File: src/rtl/tlb_pkg.sv
// Shared constants and the TLB entry record for tlb_cache and tlb_set.
// Tag and PPN fields are full address width so one struct serves every NUM_SETS/PAGE_BITS.
package tlb_pkg;
   localparam int unsigned VA_W     = 64;
   localparam int unsigned PCID_W   = 12;
   localparam int unsigned NUM_WAYS = 8;
   localparam int unsigned WAY_W    = $clog2(NUM_WAYS);

   typedef struct packed {
      logic              valid;
      logic [VA_W-1:0]   tag;
      logic [PCID_W-1:0] pcid;
      logic [VA_W-1:0]   ppn;
   } tlb_entry_t;
endpackage

File: src/rtl/tlb_set.sv
// One TLB set: 8 entries, round-robin pointer, parallel compare and miss fill.
// TLB_PCID_EN: when defined, the context ID is stored and takes part in the match.
module tlb_set
   import tlb_pkg::*;
(
   input  logic                clk,
   input  logic                rst_n,
   input  logic                en_i,
   input  logic [VA_W-1:0]     tag_i,
   input  logic [PCID_W-1:0]   pcid_i,
   input  logic [VA_W-1:0]     ppn_i,
   output logic [NUM_WAYS-1:0] hit_o,
   output logic [VA_W-1:0]     ppn_o
);
   tlb_entry_t       entry_q [NUM_WAYS];
   tlb_entry_t       entry_d [NUM_WAYS];
   logic [WAY_W-1:0] rr_q, rr_d;
   logic [WAY_W-1:0] victim;
   logic             free_found;

`ifndef TLB_PCID_EN
   logic unused_pcid;
   assign unused_pcid = ^pcid_i;
`endif

   always_comb begin
      hit_o = '0;
      ppn_o = '0;
      for (int unsigned w = 0; w < NUM_WAYS; w++) begin
`ifdef TLB_PCID_EN
         hit_o[w] = entry_q[w].valid && (entry_q[w].tag == tag_i) && (entry_q[w].pcid == pcid_i);
`else
         hit_o[w] = entry_q[w].valid && (entry_q[w].tag == tag_i);
`endif
         if (hit_o[w]) ppn_o = ppn_o | entry_q[w].ppn;
      end
   end

   // Lowest invalid way wins; the pointer is only consulted when the set is full.
   always_comb begin
      free_found = 1'b0;
      victim     = rr_q;
      for (int unsigned w = 0; w < NUM_WAYS; w++) begin
         if (!entry_q[w].valid && !free_found) begin
            free_found = 1'b1;
            victim     = WAY_W'(w);
         end
      end
   end

   always_comb begin
      entry_d = entry_q;
      rr_d    = rr_q;
      if (en_i && (hit_o == '0)) begin
         entry_d[victim].valid = 1'b1;
         entry_d[victim].tag   = tag_i;
`ifdef TLB_PCID_EN
         entry_d[victim].pcid  = pcid_i;
`else
         entry_d[victim].pcid  = '0;
`endif
         entry_d[victim].ppn   = ppn_i;
         if (!free_found) rr_d = rr_q + 1'b1;
      end
   end

   always_ff @(posedge clk) begin
      if (!rst_n) begin
         for (int unsigned w = 0; w < NUM_WAYS; w++) entry_q[w].valid <= 1'b0;
         rr_q <= '0;
      end else begin
         entry_q <= entry_d;
         rr_q    <= rr_d;
      end
   end
endmodule

File: src/rtl/tlb_cache.sv
// Set-associative TLB: one lookup per clock, registered translation and one-hot way hit.
// TLB_PCID_EN selects context-tagged matching (see tlb_set).
module tlb_cache
   import tlb_pkg::*;
#(
   parameter int unsigned NUM_SETS  = 4,
   parameter int unsigned PAGE_BITS = 12
) (
   input  logic                clk,
   input  logic                rst_n,
   input  logic [VA_W-1:0]     va,
   input  logic [VA_W-1:0]     pa,
   input  logic [PCID_W-1:0]   pcid,
   output logic [VA_W-1:0]     o_addr,
   output logic [NUM_WAYS-1:0] hit
);
   localparam int unsigned     SET_W    = $clog2(NUM_SETS);
   localparam logic [VA_W-1:0] OFF_MASK = (VA_W'(1) << PAGE_BITS) - VA_W'(1);

   logic [SET_W-1:0]    set_idx;
   logic [VA_W-1:0]     tag, ppn_in;
   logic [NUM_WAYS-1:0] set_hit [NUM_SETS];
   logic [VA_W-1:0]     set_ppn [NUM_SETS];
   logic [NUM_WAYS-1:0] hit_d, hit_q;
   logic [VA_W-1:0]     addr_d, addr_q;

   assign set_idx = va[PAGE_BITS +: SET_W];
   assign tag     = va >> (PAGE_BITS + SET_W);
   assign ppn_in  = pa >> PAGE_BITS;

   for (genvar s = 0; s < NUM_SETS; s++) begin : g_set
      tlb_set u_set (
         .clk    (clk),
         .rst_n  (rst_n),
         .en_i   (set_idx == SET_W'(s)),
         .tag_i  (tag),
         .pcid_i (pcid),
         .ppn_i  (ppn_in),
         .hit_o  (set_hit[s]),
         .ppn_o  (set_ppn[s])
      );
   end

   always_comb begin
      hit_d  = set_hit[set_idx];
      addr_d = '0;
      if (|hit_d) addr_d = (set_ppn[set_idx] << PAGE_BITS) | (va & OFF_MASK);
   end

   always_ff @(posedge clk) begin
      if (!rst_n) begin
         hit_q  <= '0;
         addr_q <= '0;
      end else begin
         hit_q  <= hit_d;
         addr_q <= addr_d;
      end
   end

   assign hit    = hit_q;
   assign o_addr = addr_q;
endmodule

File: config.mk
export PLATFORM = sky130hd
export DESIGN_NAME = tlb_cache
export DESIGN_NICKNAME = d
export VERILOG_FILES = /design/src/rtl/tlb_pkg.sv /design/src/rtl/tlb_set.sv /design/src/rtl/tlb_cache.sv
export SDC_FILE = /design/constraint.sdc
export NUM_CORES = 2
export LEC_CHECK = 0
export CAP_MARGIN = 15
export CORE_MARGIN = 2
export CORE_UTILIZATION = 35
export DETAILED_ROUTE_END_ITERATION = 7
export PLACE_DENSITY_LB_ADDON = 0.15
export SYNTH_ARGS = -nofsm -noshare
export SYNTH_HDL_FRONTEND = slang
export SYNTH_SLANG_ARGS = --single-unit
File: constraint.sdc
create_clock -name clk -period 21.9 [get_ports clk]
set_input_delay 4.38 -clock clk [delete_from_list [all_inputs] [get_ports clk]]
set_output_delay 4.38 -clock clk [all_outputs]
set_load 0.01 [all_outputs]
==> results.cfg <==
[placed_design]
place_hpwl_um = 285500
globalplace.congestion = 0.8167
pre_cts_ws_ps = 10640
numPortBuffers = 189
dp_cells = 14805

[synth]
yosysSeqAreaShare = 0.7004
synth_mux_area_frac = 0.0009782
async_flop_share = 0
syn_area_per_cell_um2 = 14.88
synth_top_family_by_area = simple AND/OR/NAND/NOR gates
synth_simple_gate_area_frac = 0.1228
yosysUniqueCellTypes = 79
syn-num-nets = 9773
synthAdderAreaFrac = 0.0003494
synthXorXnorAreaFrac = 0.08785
synth_ff_type = edfxtp_1
synth-edff-count = 3264
synth_compound_area_frac = 0.06035
ys_seq_elements = 3380
synthesis.area_um2 = 143300
synthCells = 9627
yosysWarnings = 0

[global_routing]
grt_busiest_layer = met2
grtUsageMet2 = 0.4039
grt_pass1_wl_um = 710500
grt_pass1_vias = 86063
antenna_found_initial = 67
grt_max_degree = 103
met3_usage = 0.03252
grt_overflow = 0
track_usage = 0.2441
use_met1 = 0.3290

[clock_network]
clk_path_buf_depth = 4
cts-resized-gates = 0
post_cts_buffers = 0
htreeDepth = 5
cts_buffers = 380
clk_pin_slew_ps = 60
clk_latency_ps = 1000
cts_tree = yes
clock-sinks = 3380
cts_root_buf = clkbuf_16
postCtsHoldBufs = 0

[worst_setup_path]
crit_arrival_ps = 10900
r2r-end = g_set[0].u_set.entry_q[1074]
worstPathMaxFanout = 51
rr_worst_depth = 11
r2r_start = g_set[0].u_set.entry_q[813]
cp-startpoint = va[35]
crit_required_ps = 22460
endpoint_kind = register
reg2reg_slack_ps = 16080
cp-start-kind = input port
critPathKind = in -> reg
crit_end = g_set[0].u_set.entry_q[1074]

[hold_path]
hold_path.class = reg -> reg

[drt]
ant_nets = 0
route.detailed.drc = 0
drtIter0Drc = 12698
vias = 86826
dr.pass1.iters = 7
vias_per_cell = 5.591
wl_um = 517900
wl_per_cell_um = 33.35

[job]
maxCapViolCount = 0

[sta]
slew_headroom = 0.1778
hold_viol_final = 0
max_freq_ghz = 0.09670
finalMaxSlewViolations = 0
skew_ps = 75.35
rsz0062_at_grt = false
holdWs_ps = 487.2
worst_pin_slew_ps = 1233
timing.final.crit_share = 0.4722
fin_ws_ps = 11560
setup_violations = 0
fin_setup_tns_ps = 0
post-route-min-period_ps = 10340

[final_layout]
layout.nets = 9909
area_delta_synth_final_pct = 14.25
drive_above_1_share = 0.1048
multi_input_area_um2 = 39610
register_area_um2 = 100300
fill_cells = 37288
final_cell_mix = edfxtp_1 (3264), and2_1 (1466), xor2_1 (1121), clkbuf_16 (386), buf_4 (347)
layoutNonFillerInstCount = 15530
layout_commonest_cell = edfxtp_1

[die]
die_y_um = 643.8
start_util = 0.3520
fp.coreArea_um2 = 407000
die_area_um2 = 414400
placementRows = 234
die_w_um = 643.8
ios = 214

[pwr]
p_per_area_nw_per_um2 = 86.23
ir_drop_mv = 0.06463
p_leak_nw = 55.43

[outcome]
status = finished, final reports clean
[per-stage QoR]
stage / utilization / instance area, um^2 / total power [mW]
after floorplan: - / 143300 / 7.577
after global placement: 0.3716 / 151200 / 7.894
after detailed placement: 0.3716 / 151200 / 7.905
after CTS: 0.4017 / 163500 / 14.23
after global routing: 0.4021 / 163600 / 14.50
final: 0.4022 / 163700 / 14.11
[worst max-delay path: stages]
cell and delay, ps:
buf_4 350, buf_4 480, buf_4 660, inv_2 260
o2111ai_1 280, nor4_1 90, and3_1 260, and2_4 390
or3_1 400, nor2_1 770, and3_4 890, buf_4 710
buf_4 680
[synth_stat cells, drive strengths merged, types with 13 or more instances]
master   instances  area, um^2
nor2b           41       256.5
clkbuf         480        1802
and2          1472        9209
buf            264        1764
nand4          138       863.3
a221oi         162        1425
a31oi           13       81.33
a222oi         232        2322
o2111ai         29       260.3
inv             92       345.3
o22ai           31       193.9
o2bb2ai         20       175.2
a211oi          27       207.7
dfxtp          116        2322
nand2          160       600.6
edfxtp        3264       98010
xnor2          316        2768
a22o           162        1419
xor2          1121        9818
and3           296        1852
nor2           109       409.1
nand3          148       740.7
a2111oi         14       136.4
nor3            68       361.6
o21ai           43       215.2
nor4           344        2560
nand2b          68       425.4
a21oi          203        1016
a22oi           75       563.0
[logic make-up after synthesis]
family | count (synthesis)
AOI/OAI and AO/OA | 1081
xor gates and xnor gates | 1437
adders and majority gates | 4
buffers and inverters | 836
DFF | 3380
muxes | 9
and+or+nand+nor | 2880
[report_power, final]
part | internal [mW] | leakage [nW] | total (mW) | switching [mW]
clock network | 3.66 | 5.99 | 6.35 | 2.69
registers | 7.09 | 31.4 | 7.11 | 0.0155
logic | 0.177 | 18.1 | 0.653 | 0.477
[worst min path at each step]
| stage | from | to | slack [ps] | cells past startpoint |
|---|---|---|---|---|
| finish | g_set[1].u_set.rr_q[1] | g_set[1].u_set.rr_q[1] | 490 | 2 |
| global route | g_set[1].u_set.rr_q[1] | g_set[1].u_set.rr_q[1] | 510 | 2 |
| CTS | g_set[1].u_set.rr_q[1] | g_set[1].u_set.rr_q[1] | 480 | 2 |
| detailed placement | g_set[1].u_set.rr_q[1] | g_set[1].u_set.rr_q[1] | 470 | 2 |
| global placement | g_set[1].u_set.rr_q[1] | g_set[1].u_set.rr_q[1] | 470 | 2 |
| floorplan | g_set[1].u_set.rr_q[1] | g_set[1].u_set.rr_q[1] | 450 | 2 |
[area by class of cell]
class	instances	share of cell area
antenna	31	0.0004740
inverter	92	0.002110
clock inverter	207	0.01284
clock buffer	483	0.06203
timing repair buffer	498	0.02596
sequential	3380	0.6130
tap	5428	0.04150
multi-input combinational	5411	0.2420
[flip-flops by register name, indices dropped and copies added, names as in the netlist]
signal               cells
g_set.u_set.entry_q   3296
o_addr                  64
g_set.u_set.rr_q        12
hit                      8
[metal layers]
layer,routed length (um),vias up
li1,-,36341
met1,214400,45458
met2,245100,4082
met3,38180,927
met4,20120,18
met5,104,-
Power figures use the tool's default switching activity.
